$ cat src/rtl/myo_spi_frame_sequencer.sv
// myo_spi_frame_sequencer: runs one fixed 8-word full-duplex SPI frame per start pulse
// and commits the received words atomically.
// Ports:
//   clock, reset              : system clock and synchronous active-high reset
//   start, pwmRef             : frame request and PWM reference captured at start
//   di_req, write_ack, Word, wren : transmit handshake with the SPI master
//   data_read_valid, data_read    : received words from the SPI master
//   spi_done                  : level, high when idle or the frame is finished
//   position .. sensor2       : frame results, updated together on a complete frame
//   frame_error, error_count  : last frame timed out / saturating timeout count
module myo_spi_frame_sequencer #(
    parameter logic [15:0] SOF_WORD       = 16'h8000,
    parameter int unsigned TIMEOUT_CYCLES = 2000
) (
    input  logic               clock,
    input  logic               reset,
    input  logic               start,
    input  logic signed [15:0] pwmRef,
    input  logic               di_req,
    input  logic               write_ack,
    input  logic               data_read_valid,
    input  logic        [15:0] data_read,
    output logic        [15:0] Word,
    output logic               wren,
    output logic               spi_done,
    output logic signed [31:0] position,
    output logic signed [15:0] velocity,
    output logic signed [15:0] current,
    output logic        [15:0] displacement,
    output logic signed [15:0] sensor1,
    output logic signed [15:0] sensor2,
    output logic               frame_error,
    output logic        [15:0] error_count
);
    localparam int unsigned   TW     = $clog2(TIMEOUT_CYCLES + 1);
    localparam logic [TW-1:0] T_LAST = TW'(TIMEOUT_CYCLES - 1);

    typedef enum logic [2:0] {BOOT, IDLE, WRITE, WAIT_REQ, DRAIN} state_t;

    state_t        state_q, state_d;
    logic [3:0]    tx_idx_q, tx_idx_d;
    logic [3:0]    rx_idx_q, rx_idx_d;
    logic [TW-1:0] timer_q, timer_d;
    logic [15:0]   pwm_q, pwm_d;
    logic [15:0]   sh_q [1:6];
    logic          active, rx_take, done, timeout;

    always_comb begin
        state_d  = state_q;
        tx_idx_d = tx_idx_q;
        pwm_d    = pwm_q;
        active   = state_q inside {WRITE, WAIT_REQ, DRAIN};
        rx_take  = active && data_read_valid;
        done     = rx_take && rx_idx_q == 4'd7;
        // a valid in the same cycle as the limit restarts the window, so it wins
        timeout  = active && !data_read_valid && timer_q == T_LAST;
        timer_d  = active ? (data_read_valid ? '0 : timer_q + 1'b1) : timer_q;
        rx_idx_d = rx_take ? rx_idx_q + 4'd1 : rx_idx_q;
        case (state_q)
            BOOT: state_d = IDLE;
            IDLE: if (start) begin
                state_d  = WRITE;
                tx_idx_d = '0;
                rx_idx_d = '0;
                timer_d  = '0;
                pwm_d    = pwmRef;
            end
            WRITE: if (write_ack) begin
                tx_idx_d = tx_idx_q + 4'd1;
                state_d  = WAIT_REQ;
            end
            WAIT_REQ: state_d = tx_idx_q == 4'd8 ? DRAIN : (di_req ? WRITE : WAIT_REQ);
            default: ;
        endcase
        if (done || timeout) state_d = IDLE;
        wren     = state_q == WRITE;
        spi_done = state_q == IDLE;
        Word     = !wren ? '0 : tx_idx_q == 4'd0 ? SOF_WORD : tx_idx_q == 4'd1 ? pwm_q : '0;
    end

    always_ff @(posedge clock) begin
        if (reset) begin
            state_q      <= BOOT;
            tx_idx_q     <= '0;
            rx_idx_q     <= '0;
            timer_q      <= '0;
            pwm_q        <= '0;
            for (int i = 1; i <= 6; i++) sh_q[i] <= '0;
            position     <= '0;
            velocity     <= '0;
            current      <= '0;
            displacement <= '0;
            sensor1      <= '0;
            sensor2      <= '0;
            frame_error  <= 1'b0;
            error_count  <= '0;
        end else begin
            state_q  <= state_d;
            tx_idx_q <= tx_idx_d;
            rx_idx_q <= rx_idx_d;
            timer_q  <= timer_d;
            pwm_q    <= pwm_d;
            // word 0 is a dummy and word 7 goes straight to the outputs
            if (rx_take && rx_idx_q >= 4'd1 && rx_idx_q <= 4'd6) sh_q[rx_idx_q[2:0]] <= data_read;
            if (done) begin
                position     <= {sh_q[1], sh_q[2]};
                velocity     <= sh_q[3];
                current      <= sh_q[4];
                displacement <= sh_q[5];
                sensor1      <= sh_q[6];
                sensor2      <= data_read;
                frame_error  <= 1'b0;
            end else if (timeout) begin
                frame_error <= 1'b1;
                error_count <= &error_count ? error_count : error_count + 16'd1;
            end
        end
    end
endmodule

$ cat config.mk
export PLATFORM = sky130hd
export DESIGN_NAME = myo_spi_frame_sequencer
export DESIGN_NICKNAME = d
export VERILOG_FILES = /design/src/rtl/myo_spi_frame_sequencer.sv
export SDC_FILE = /design/constraint.sdc
export NUM_CORES = 1
export LEC_CHECK = 0
export ABC_AREA = 1
export BUFFER_PORTS_ARGS = -buffer_cell sky130_fd_sc_hd__buf_4
export CORE_MARGIN = 8
export CORE_UTILIZATION = 35
export CTS_CLUSTER_DIAMETER = 80
export DETAILED_ROUTE_END_ITERATION = 8
export PLACE_DENSITY = 0.57
export SKIP_CTS_REPAIR_TIMING = 1
export SLEW_MARGIN = 5
export SYNTH_ARGS = -nofsm -noshare
export SYNTH_HDL_FRONTEND = slang
export SYNTH_SLANG_ARGS = --single-unit
$ cat constraint.sdc
create_clock -name clock -period 3 [get_ports clock]
set_clock_uncertainty 0.15 [all_clocks]
set_input_delay 0.3 -clock clock [delete_from_list [all_inputs] [get_ports clock]]
set_output_delay 0.3 -clock clock [all_outputs]
set_load 0.1 [all_outputs]
==> run_summary.xml <==
<?xml version="1.0" encoding="UTF-8"?>
<metrics>
  <group name="run_status">
    <metric name="outcome" unit="">finished, final reports clean</metric>
  </group>
  <group name="cts">
    <metric name="cts_inserted_buffers" unit="">29</metric>
    <metric name="insertion_delay" unit="ns">0.55</metric>
    <metric name="cts.clk_slew.worst_paths" unit="ns">0.06</metric>
    <metric name="tritoncts" unit="">yes</metric>
    <metric name="cts-htree-levels" unit="">1</metric>
    <metric name="clock-sinks" unit="">263</metric>
    <metric name="root_buffer" unit="">clkbuf_16</metric>
    <metric name="clock_path_buffers" unit="">3</metric>
  </group>
  <group name="yosys">
    <metric name="synth.net_count" unit="">1202</metric>
    <metric name="synth.area.mux_share" unit="%">0</metric>
    <metric name="yosys.area_share.xor_xnor" unit="%">0.1733</metric>
    <metric name="synthesis.area_per_instance" unit="µm²">8.751</metric>
    <metric name="largest_family_of_logic_cells_by_synthesized_area" unit="">simple AND/OR/NAND/NOR gates</metric>
    <metric name="synthesized_area_fraction_occupied_by_ao_oa_aoi_and_oai_cells" unit="%">8.009</metric>
    <metric name="synthesis.yosys.warnings" unit="">0</metric>
    <metric name="synth_seq_area_share" unit="%">61.60</metric>
    <metric name="synthesis.instances" unit="">1155</metric>
    <metric name="post_synth_num_cell_types" unit="">33</metric>
    <metric name="synth-seq-cells" unit="">263</metric>
    <metric name="synth-simple-area-share" unit="%">23.87</metric>
    <metric name="synthAdderAreaFrac" unit="%">1.114</metric>
    <metric name="synth.cell_area" unit="mm²">0.01011</metric>
    <metric name="synth_enable_flop_cells" unit="">96</metric>
    <metric name="ys_async_sr_fraction" unit="%">0</metric>
    <metric name="synth_ff_type" unit="">dfxtp_1</metric>
  </group>
  <group name="grt">
    <metric name="groute.usage.overall" unit="%">15.17</metric>
    <metric name="grt_antenna_before_repair" unit="">0</metric>
    <metric name="first_global_vias" unit="">7686</metric>
    <metric name="grt_first_pass_wirelength" unit="µm">41580</metric>
    <metric name="maximum_number_of_pins_on_one_net_before_global_route_repair" unit="">115</metric>
    <metric name="grt.overflow.total" unit="">0</metric>
  </group>
  <group name="pwr">
    <metric name="max-vdd-ir-drop" unit="µV">402.8</metric>
    <metric name="internal_power" unit="W">0.006011</metric>
    <metric name="pwr-share-seq" unit="%">48.2</metric>
    <metric name="clock_power_share" unit="%">42.0</metric>
    <metric name="power.density_cell_area" unit="mW/mm²">610.7</metric>
    <metric name="power.leakage" unit="nW">5.330</metric>
    <metric name="power.switching" unit="W">0.002026</metric>
    <metric name="switching_share" unit="%">25.20</metric>
    <metric name="total_power" unit="W">0.008037</metric>
    <metric name="comb_power_share" unit="%">9.8</metric>
  </group>
  <group name="critical_path">
    <metric name="worst_path_dominant_cell_family" unit="">simple AND/OR/NAND/NOR gates</metric>
    <metric name="cp_common_cell" unit="">nand2_1</metric>
    <metric name="critical_path.max_stage_delay" unit="ns">0.61</metric>
    <metric name="critical_path_required" unit="ns">3.01</metric>
    <metric name="crit_buf_inv" unit="">1</metric>
    <metric name="critical_path_class" unit="">reg -&gt; reg</metric>
    <metric name="worst_path_max_delay_cell" unit="">nand2_1</metric>
    <metric name="worst_setup_path_end_kind" unit="">register</metric>
    <metric name="rrSetupSlack" unit="ns">0.33</metric>
    <metric name="worst_ep_arrival_time" unit="ns">2.69</metric>
    <metric name="startpoint_type" unit="">register</metric>
    <metric name="path_cells" unit="">inv_1, ha_1, nand2_1, o21ai_2, nor3_4, nand3_2, nand2_1</metric>
    <metric name="crit_path_max_fanout" unit="">16</metric>
  </group>
  <group name="sta">
    <metric name="final-max-slew-violation-count" unit="">0</metric>
    <metric name="worstMarginPinSlew" unit="ns">0.7955</metric>
    <metric name="slew_headroom" unit="%">46.84</metric>
    <metric name="finalSetupTns" unit="ns">0</metric>
    <metric name="setup_violations" unit="">0</metric>
    <metric name="setup_repair_after_global_routing_missed_its_margin" unit="">no</metric>
    <metric name="timing_hold_violations_final" unit="">0</metric>
    <metric name="setup_slack" unit="ns">0.3255</metric>
    <metric name="finalCriticalPeriod" unit="ns">2.675</metric>
    <metric name="achievable-frequency" unit="MHz">373.9</metric>
    <metric name="final.period_utilization" unit="%">89.15</metric>
  </group>
  <group name="min_path">
    <metric name="hp-class" unit="">in -&gt; reg</metric>
  </group>
  <group name="finish">
    <metric name="post-route-util" unit="%">46.09</metric>
    <metric name="area_growth_syn_to_layout" unit="%">30.19</metric>
    <metric name="final_design_area_no_fill" unit="mm²">0.01316</metric>
    <metric name="final_net_count" unit="">1414</metric>
    <metric name="layout.filler_cells" unit="">2847</metric>
    <metric name="post_route_cells_drive_above_1_share" unit="%">19.06</metric>
  </group>
  <group name="floorplanning">
    <metric name="num_io_pins" unit="">185</metric>
    <metric name="std_cell_rows" unit="">62</metric>
    <metric name="die-width" unit="µm">185.9</metric>
    <metric name="die_h" unit="µm">185.9</metric>
    <metric name="design.die.area" unit="mm²">0.03457</metric>
    <metric name="core_area" unit="mm²">0.02855</metric>
    <metric name="initial_core_util" unit="%">35.40</metric>
  </group>
  <group name="placed_design">
    <metric name="routabilityCongestion" unit="">0.8173</metric>
    <metric name="place.port_buffers" unit="">184</metric>
    <metric name="dp_hpwl" unit="µm">18160</metric>
    <metric name="detailedPlace.worstSlack" unit="ns">0.1635</metric>
    <metric name="detailed_place.area" unit="mm²">0.01190</metric>
  </group>
  <group name="route">
    <metric name="post_drt_wl_per_cell" unit="µm">15.55</metric>
    <metric name="dr_total_vias" unit="">8224</metric>
    <metric name="drt_drc_violations_left" unit="">0</metric>
    <metric name="detail_route.vias_per_cell" unit="">4.633</metric>
    <metric name="drt_iter0_markers" unit="">538</metric>
    <metric name="antenna_violating_nets_post_route" unit="">0</metric>
    <metric name="drt_first_pass_iters" unit="">5</metric>
    <metric name="finalWirelength" unit="µm">27600</metric>
  </group>
  <group name="run">
    <metric name="maxCapViolCount" unit="">0</metric>
  </group>
</metrics>
## worst register-to-register path, cell delays in order, from the launching register on
cell,delay [ns]
dfxtp_1,0.46
inv_1,0.18
ha_1,0.22
nand2_1,0.08
o21ai_2,0.07
nor3_4,0.40
nand3_2,0.12
nand2_1,0.62
## flip-flops by register name (all words and copies together) (netlist names)
signal        count
frame_error       1
rx_idx_q          4
state_q           3
displacement     16
current          16
position         32
sensor2          16
sensor1          16
error_count      16
tx_idx_q          4
velocity         16
sh_q             96
pwm_q            16
timer_q          11
## cell families (layout without fill, tap and decap cells)
kind of cell / Yosys count / after routing
xor+xnor: 2 / 2
other cells: 0 / 1
flops: 263 / 263
fa+ha+maj: 9 / 9
compound gates: 159 / 159
buf+inv: 124 / 359
simple gates: 598 / 598
## power groups by stage
stage	sequential (W)	combinational, W	clock [W]
finish	0.00387	0.000787	0.00338
global route	0.00388	0.000869	0.00360
CTS	0.00387	0.000758	0.00345
detailed placement	0.00395	0.000754	0
global placement	0.00394	0.000746	0
floorplan	0.00394	0.000517	0
## layout by cell type (no fill, tap or decap), types with 29 or more instances in the layout
master,n
edfxtp_1,96
dlygate4sd3_1,34
inv_1,64
clkbuf_16,29
buf_4,200
nand3_1,30
a21oi_1,127
dfxtp_1,167
nand2_1,325
nor2_1,203
## final timing paths
kind,startpoint,depth (start not counted),to
hold reg to reg,sensor1[1],2,sensor1[1]
hold / removal,di_req,8,state_q[0]
setup reg to reg,rx_idx_q[1],7,sh_q[3][3]
setup / recovery,rx_idx_q[1],7,sh_q[3][3]
## Yosys cell counts, drive strengths merged (2+ instances only)
library cell	instances	share of area [%]
nand3b	2	0.15
nor3	7	0.46
ha	9	1.1
nand4	11	0.98
clkbuf	26	0.97
nor2	212	7.9
nand3	34	1.9
inv	67	2.5
nand2	329	12
buf	30	1.7
o21ai	27	1.4
edfxtp	96	29
a21oi	127	6.3
and3	2	0.12
dfxtp	167	33
## through the flow
step	cells	hold slack (ns)
global placement	1686	0.3041
global route	1774	0.1858
CTS	1740	-0.1927
finish	1775	0.1402
detailed placement	1686	0.3071
floorplan	1155	0.2849
## layout make-up
class,instances,area (µm²),share of cell area [%]
Sequential cell,263,6226,47.31
Multi-Input combinational cell,768,3382,25.70
Timing Repair Buffer,237,1902,14.45
Clock buffer,46,829.5,6.304
Tap cell,384,480.5,3.651
Inverter,68,256.5,1.949
Clock inverter,8,80.08,0.6085
Antenna cell,1,2.502,0.01902
## per-layer routing
metal	vias to the layer above	GRT usage [%]	part of all wire (%)
met5	-	0	0
li1	4157	-	-
met2	209	25.46	47
met3	52	3.514	7.1
met4	0	5.208	2.8
met1	3806	18.94	43
(Power assumes the default switching activity.)
